`src/rtl/flit_pkg.sv`:
```
// ---------------------------------------------------------------------------
// flit_pkg : flit link constants, direction encodings and flit helper functions
// Revision : 1.0
// ---------------------------------------------------------------------------
`default_nettype none

package flit_pkg;

  localparam int W_FLIT = 8;
  localparam int W_DIR  = 5;

  localparam int FLIT_V         = 7;
  localparam int FLIT_H         = 6;
  localparam int FLIT_T         = 5;
  localparam int FLIT_FIELD_LSB = 0;
  localparam int FLIT_FIELD_MSB = 4;
  localparam int W_FIELD        = FLIT_FIELD_MSB - FLIT_FIELD_LSB + 1;

  localparam logic [W_FIELD-1:0] DIR_N = 5'b00001;
  localparam logic [W_FIELD-1:0] DIR_E = 5'b00010;
  localparam logic [W_FIELD-1:0] DIR_S = 5'b00100;
  localparam logic [W_FIELD-1:0] DIR_W = 5'b01000;
  localparam logic [W_FIELD-1:0] DIR_L = 5'b10000;

  typedef enum logic [0:0] {
    ST_IDLE = 1'b0,
    ST_SEND = 1'b1
  } tx_state_t;

  function automatic logic isvalid(input logic [W_FLIT-1:0] flit);
    return flit[FLIT_V];
  endfunction

  function automatic logic is_head(input logic [W_FLIT-1:0] flit);
    return flit[FLIT_V] & flit[FLIT_H];
  endfunction

  function automatic logic is_tail(input logic [W_FLIT-1:0] flit);
    return flit[FLIT_V] & flit[FLIT_T];
  endfunction

  // Exactly one bit set; callers zero-extend narrower direction fields.
  function automatic logic onehot_ok(input logic [W_FIELD-1:0] dir);
    return $onehot(dir);
  endfunction

endpackage

`default_nettype wire

```
`src/rtl/flit_tx.sv`:
```
// ---------------------------------------------------------------------------
// flit_tx : serialises one-hot-routed messages into head/body/tail flits
// Revision : 1.0
// ---------------------------------------------------------------------------
`default_nettype none

module flit_tx
  import flit_pkg::*;
#(
  parameter int W_FLIT = flit_pkg::W_FLIT,
  parameter int W_DIR  = flit_pkg::W_DIR,
  parameter int N_BODY = 3,
  localparam int W_DATA = (N_BODY == 0) ? 1 : 5 * N_BODY
) (
  input  logic              CLK,
  input  logic              RST,
  input  logic              IN_VALID,
  output logic              IN_READY,
  input  logic [W_DIR-1:0]  IN_DIR,
  input  logic [W_DATA-1:0] IN_DATA,
  output logic [W_FLIT-1:0] OUT,
  input  logic              OUT_READY,
  output logic              ERR_DROP
);

  // Holding register is padded to at least one chunk so N_BODY=0 builds stay well-formed.
  localparam int   c_NCH       = (N_BODY == 0) ? 1 : N_BODY;
  localparam int   c_WPAD      = 5 * c_NCH;
  localparam logic c_HEAD_TAIL = (N_BODY == 0);

  tx_state_t           state_q, state_d;
  logic [3:0]          idx_q, idx_d;
  logic [c_WPAD-1:0]   data_q, data_d;
  logic [W_FLIT-1:0]   out_q, out_d;
  logic                err_q, err_d;

  logic                w_accept;
  logic                w_advance;
  logic                w_cur_tail;
  logic [3:0]          w_nidx;
  logic [W_FIELD-1:0]  w_dir;
  logic [W_FIELD-1:0]  w_chunk;
  logic [W_FLIT-1:0]   w_head;
  logic [W_FLIT-1:0]   w_body;

  assign w_cur_tail = is_tail(out_q);
  assign IN_READY   = (state_q == ST_IDLE) || (w_cur_tail && OUT_READY);
  assign w_accept   = IN_VALID && IN_READY;
  assign w_advance  = (state_q == ST_SEND) && OUT_READY;
  assign w_nidx     = idx_q + 4'd1;
  assign w_dir      = W_FIELD'(IN_DIR);

  always_comb begin
    w_chunk = '0;
    for (int k = 0; k < c_NCH; k++) begin
      if (w_nidx == 4'(k + 1)) w_chunk = data_q[5*k +: 5];
    end
  end

  assign w_head = {1'b1, 1'b1, c_HEAD_TAIL, w_dir};
  assign w_body = {1'b1, 1'b0, (w_nidx == 4'(N_BODY)), w_chunk};

  always_comb begin
    state_d = state_q;
    idx_d   = idx_q;
    data_d  = data_q;
    out_d   = out_q;
    err_d   = 1'b0;

    if (w_accept) begin
      // A new message (possibly right behind a tail) replaces whatever is on the bus.
      if (onehot_ok(w_dir)) begin
        state_d = ST_SEND;
        idx_d   = 4'd0;
        data_d  = c_WPAD'(IN_DATA);
        out_d   = w_head;
      end else begin
        state_d = ST_IDLE;
        idx_d   = 4'd0;
        out_d   = '0;
        err_d   = 1'b1;
      end
    end else if (w_advance) begin
      if (w_cur_tail) begin
        state_d = ST_IDLE;
        idx_d   = 4'd0;
        out_d   = '0;
      end else begin
        idx_d = w_nidx;
        out_d = w_body;
      end
    end
  end

  always_ff @(posedge CLK or posedge RST) begin
    if (RST) begin
      state_q <= ST_IDLE;
      idx_q   <= 4'd0;
      data_q  <= '0;
      out_q   <= '0;
      err_q   <= 1'b0;
    end else begin
      state_q <= state_d;
      idx_q   <= idx_d;
      data_q  <= data_d;
      out_q   <= out_d;
      err_q   <= err_d;
    end
  end

  assign OUT      = out_q;
  assign ERR_DROP = err_q;

endmodule

`default_nettype wire

```
`config.mk`:
```
export PLATFORM = sky130hd
export DESIGN_NAME = flit_tx
export DESIGN_NICKNAME = d
export VERILOG_FILES = /design/src/rtl/flit_pkg.sv /design/src/rtl/flit_tx.sv
export SDC_FILE = /design/constraint.sdc
export NUM_CORES = 1
export LEC_CHECK = 0
export CORE_ASPECT_RATIO = 1.4
export CORE_MARGIN = 4
export CORE_UTILIZATION = 29
export DETAILED_ROUTE_END_ITERATION = 8
export SLEW_MARGIN = 0
export SYNTH_ARGS = -nofsm -noshare
export SYNTH_HDL_FRONTEND = slang
export SYNTH_SLANG_ARGS = --single-unit
```
`constraint.sdc`:
```
create_clock -name CLK -period 1.5 [get_ports CLK]
set_clock_uncertainty 0.15 [all_clocks]
set_input_delay 0.45 -clock CLK [delete_from_list [all_inputs] [get_ports CLK]]
set_output_delay 0.45 -clock CLK [all_outputs]
set_load 0.03 [all_outputs]
```
==> reports/results.tsv <==
stage	metric	value	unit
route	first_pass_iters	4	
critical_path	crit_path_end_kind	flip-flop	
sta	fmax	360	MHz
route	wl_met2	2.07	mm
clock_tree	clkSlewWorstSetupHoldPaths	0.06	ns
clock_tree	numCtsBuffers	5	
logic_synthesis	synth_most_common_cell	dfrtp_1	
critical_path	cp_slowest_cell	fa_1	
sta	holdWs	0.358	ns
sta	setup_viol	26	
finish	diodes	0	
logic_synthesis	yosys.area.top_type_share	48.5	%
logic_synthesis	synth_cell_types	24	
pwr	vdd_drop_max	574	uV
clock_tree	clock_latency	0.27	ns
route	vias_per_cell	4.64	
sta	fin_crit	2.77	ns
die	die_area	6380	um2
logic_synthesis	synth_cells	134	
global_routing	antenna_found_initial	0	
critical_path	slowest_delay	0.54	ns
die	rows	30	
die	die_h	93.0	um
route	topRoutingLayerUsed	met4	
logic_synthesis	synth_area	1500	um2
route	wl_per_cell	14.6	um
route	drtIter0Drc	39	
sta	hold_viol	0	
placed_design	place_congestion	0.830	
flow_run	cap_violations	0	
placed_design	post-dp-hpwl	2.74	mm
critical_path	path_cells	buf_8 -> inv_4 -> fa_1 -> inv_2 -> fa_2 -> ha_4 -> and4bb_2 -> a21boi_4 -> buf_6 -> buf_12 -> mux2_4	
die	fp.dieW	68.7	um
critical_path	cp_max_fo	8	
critical_path	cpLargestDelayFamily	adder cells	
sta	slew_headroom	73.3	%
logic_synthesis	syn_avg_cell_area	11.2	um2
sta	rsz0062_at_grt	true	
die	start_util	30.4	%
logic_synthesis	ys_top_cells_by_area	dfrtp_1, mux2_2, nand2_1, mux2i_1, ha_1	
sta	drv_slew	0	
clock_tree	clock_sinks	29	
route	met1_length	1.59	mm
pwr	leakage	1.12	nW
outcome	violations	setup timing	
logic_synthesis	synth_edf_count	0	
outcome	status	complete, but fails checks	
logic_synthesis	ys_top_cells_by_count	dfrtp_1, nand2_1, mux2_2	
route	wl_met3	196	um
finish	fin_nets	235	
clock_tree	h-tree-depth	2	
critical_path	critPathArrivalTime	2.78	ns
logic_synthesis	ys_warn_count	0	
global_routing	grt_usage	13.7	%
route	drcViolationCount	0	
critical_path	start_kind	input port	
sta	worst_pin_slew	0.401	ns
logic_synthesis	async_flop_share	100	%
sta	timing.final.crit_share	185	%
finish	syn2layout_area_growth	67.1	%
sta	setup_slack	-1.27	ns
route	wirelength	3.92	mm
logic_synthesis	synth_top_area_cell	dfrtp_1	
clock_tree	cts_tree	done	
clock_tree	clk_path_buf_depth	2	
critical_path	ff2ff_path_depth	6	
logic_synthesis	ys.flop_type	dfrtp_1	
logic_synthesis	ys_seq_elements	29	
clock_tree	clock-root-buffer	clkbuf_8	
placed_design	io_buffers	33	
die	coreArea	4920	um2
global_routing	grt_pass1_vias	1396	
global_routing	grt_pass1_wl	6.60	mm
finish	instances_no_fill	269	
critical_path	r2r_setup_slack	-0.17	ns
pwr	power.density	1690	nW/um2
critical_path	cp.required	1.51	ns
global_routing	grt.overflow.total	0	
finish	layout-drive-gt1-share	51.2	%
route	ant_nets	0	
critical_path	critical_path_class	in2reg	
global_routing	grt_start_max_net_pins	30	
die	ioPinCount	34	
worst_hold_path	hp-class	in2async	
placed_design	place_inst	252	
critical_path	critPathBufInv	5	
finish	final.fill_count	440	
critical_path	cp_num_cells	11	
logic_synthesis	syn-num-nets	165	
route	vias	1247	
logic_synthesis	yosysSeqAreaShare	48.5	%
cell type report:
class / instances / area (um2) / area share (%)
well taps: 64 / 80.1 / 3.20
clock buffers: 7 / 96.3 / 3.86
flip-flops and latches: 29 / 732 / 29.3
inverters: 11 / 51.3 / 2.05
clock inverters: 1 / 5.00 / 0.200
multi-input cells: 89 / 895 / 35.8
repair buffers: 68 / 639 / 25.6
cell families (layout without fill, tap and decap cells):
family	Yosys count	after routing	share of synthesized area, %
adders and majority gates	7	7	6.86
DFF	29	29	48.5
muxes	22	22	16.0
AOI/OAI and AO/OA	31	31	14.2
and+or+nand+nor	29	29	8.87
buffers and inverters	16	87	5.52
final timing paths:
path / startpoint / to
setup / recovery: IN_DIR[1] / data_q[5]
hold / removal: RST / OUT[6]
setup reg to reg: idx_q[1] / OUT[0]
hold reg to reg: data_q[4] / data_q[4]
max in group asynchronous: RST / idx_q[0]
min in group CLK: data_q[4] / data_q[4]
repair_timing:
action / in CTS / in global routing
buffers inserted: 8 / 4
endpoints found under the hold margin: 0 / 0
pin swaps: 11 / 4
resized for setup: 55 / 12
setup endpoints to repair: 30 / 30
hold buffers: 0 / 0
gates cloned: 1 / 0
per-layer routing:
layer | GRT usage, % | vias up
met1 | 17.1 | 604
met4 | 5.64 | 0
met3 | 2.31 | 5
met2 | 22.5 | 29
li1 | - | 609
met5 | 0 | -
state kept, by name, indices dropped and copies added, names as in the netlist:
signal,cells
idx_q,4
OUT,8
ERR_DROP,1
state_q,1
data_q,15
through the flow:
step | utilization, % | setup TNS, ns | power [mW] | worst slack [ns] | area, um2
floorplan | - | -29.96 | 2.46 | -1.36 | 1570
global placement | 43.7 | -47.99 | 3.13 | -2.02 | 2150
detailed placement | 43.7 | -48.67 | 3.18 | -2.07 | 2150
CTS | 50.1 | -28.44 | 4.17 | -1.26 | 2460
global route | 50.8 | -29.84 | 4.51 | -1.33 | 2500
finish | 50.8 | -28.55 | 4.22 | -1.27 | 2500
report_power, final:
| group | total [mW] | switching (mW) | leakage [nW] | internal, mW |
|---|---|---|---|---|
| Sequential | 1.44 | 0.296 | 0.360 | 1.14 |
| Clock | 0.700 | 0.286 | 0.0542 | 0.414 |
| Combinational | 2.08 | 0.967 | 0.710 | 1.12 |
| Total | 4.22 | 1.55 | 1.12 | 2.67 |
worst reg2reg max path, cell delays in order, from the launching register on:
cell and delay [ns]:
dfrtp_2 0.44, inv_1 0.13, ha_1 0.27, nand2_1 0.07, o21ai_0 0.16, mux2i_1 0.11, o31ai_1 0.22
cell usage in the layout, fill, tap and decap left out, types with 3 or more instances in the layout:
cell type,Yosys,layout
nand2_1,20,17
buf_6,3,10
dfrtp_1,29,24
dfrtp_2,0,5
a22oi_2,0,5
o21ai_0,10,8
o31ai_1,8,4
buf_4,0,33
o31ai_4,0,3
clkbuf_8,0,7
mux2i_1,7,6
clkdlybuf4s50_1,0,18
a21o_1,3,3
inv_1,11,6
inv_2,0,3
buf_12,0,3
mux2_4,0,15
ha_1,5,3
Note: power is estimated with default switching activity, not from simulation.
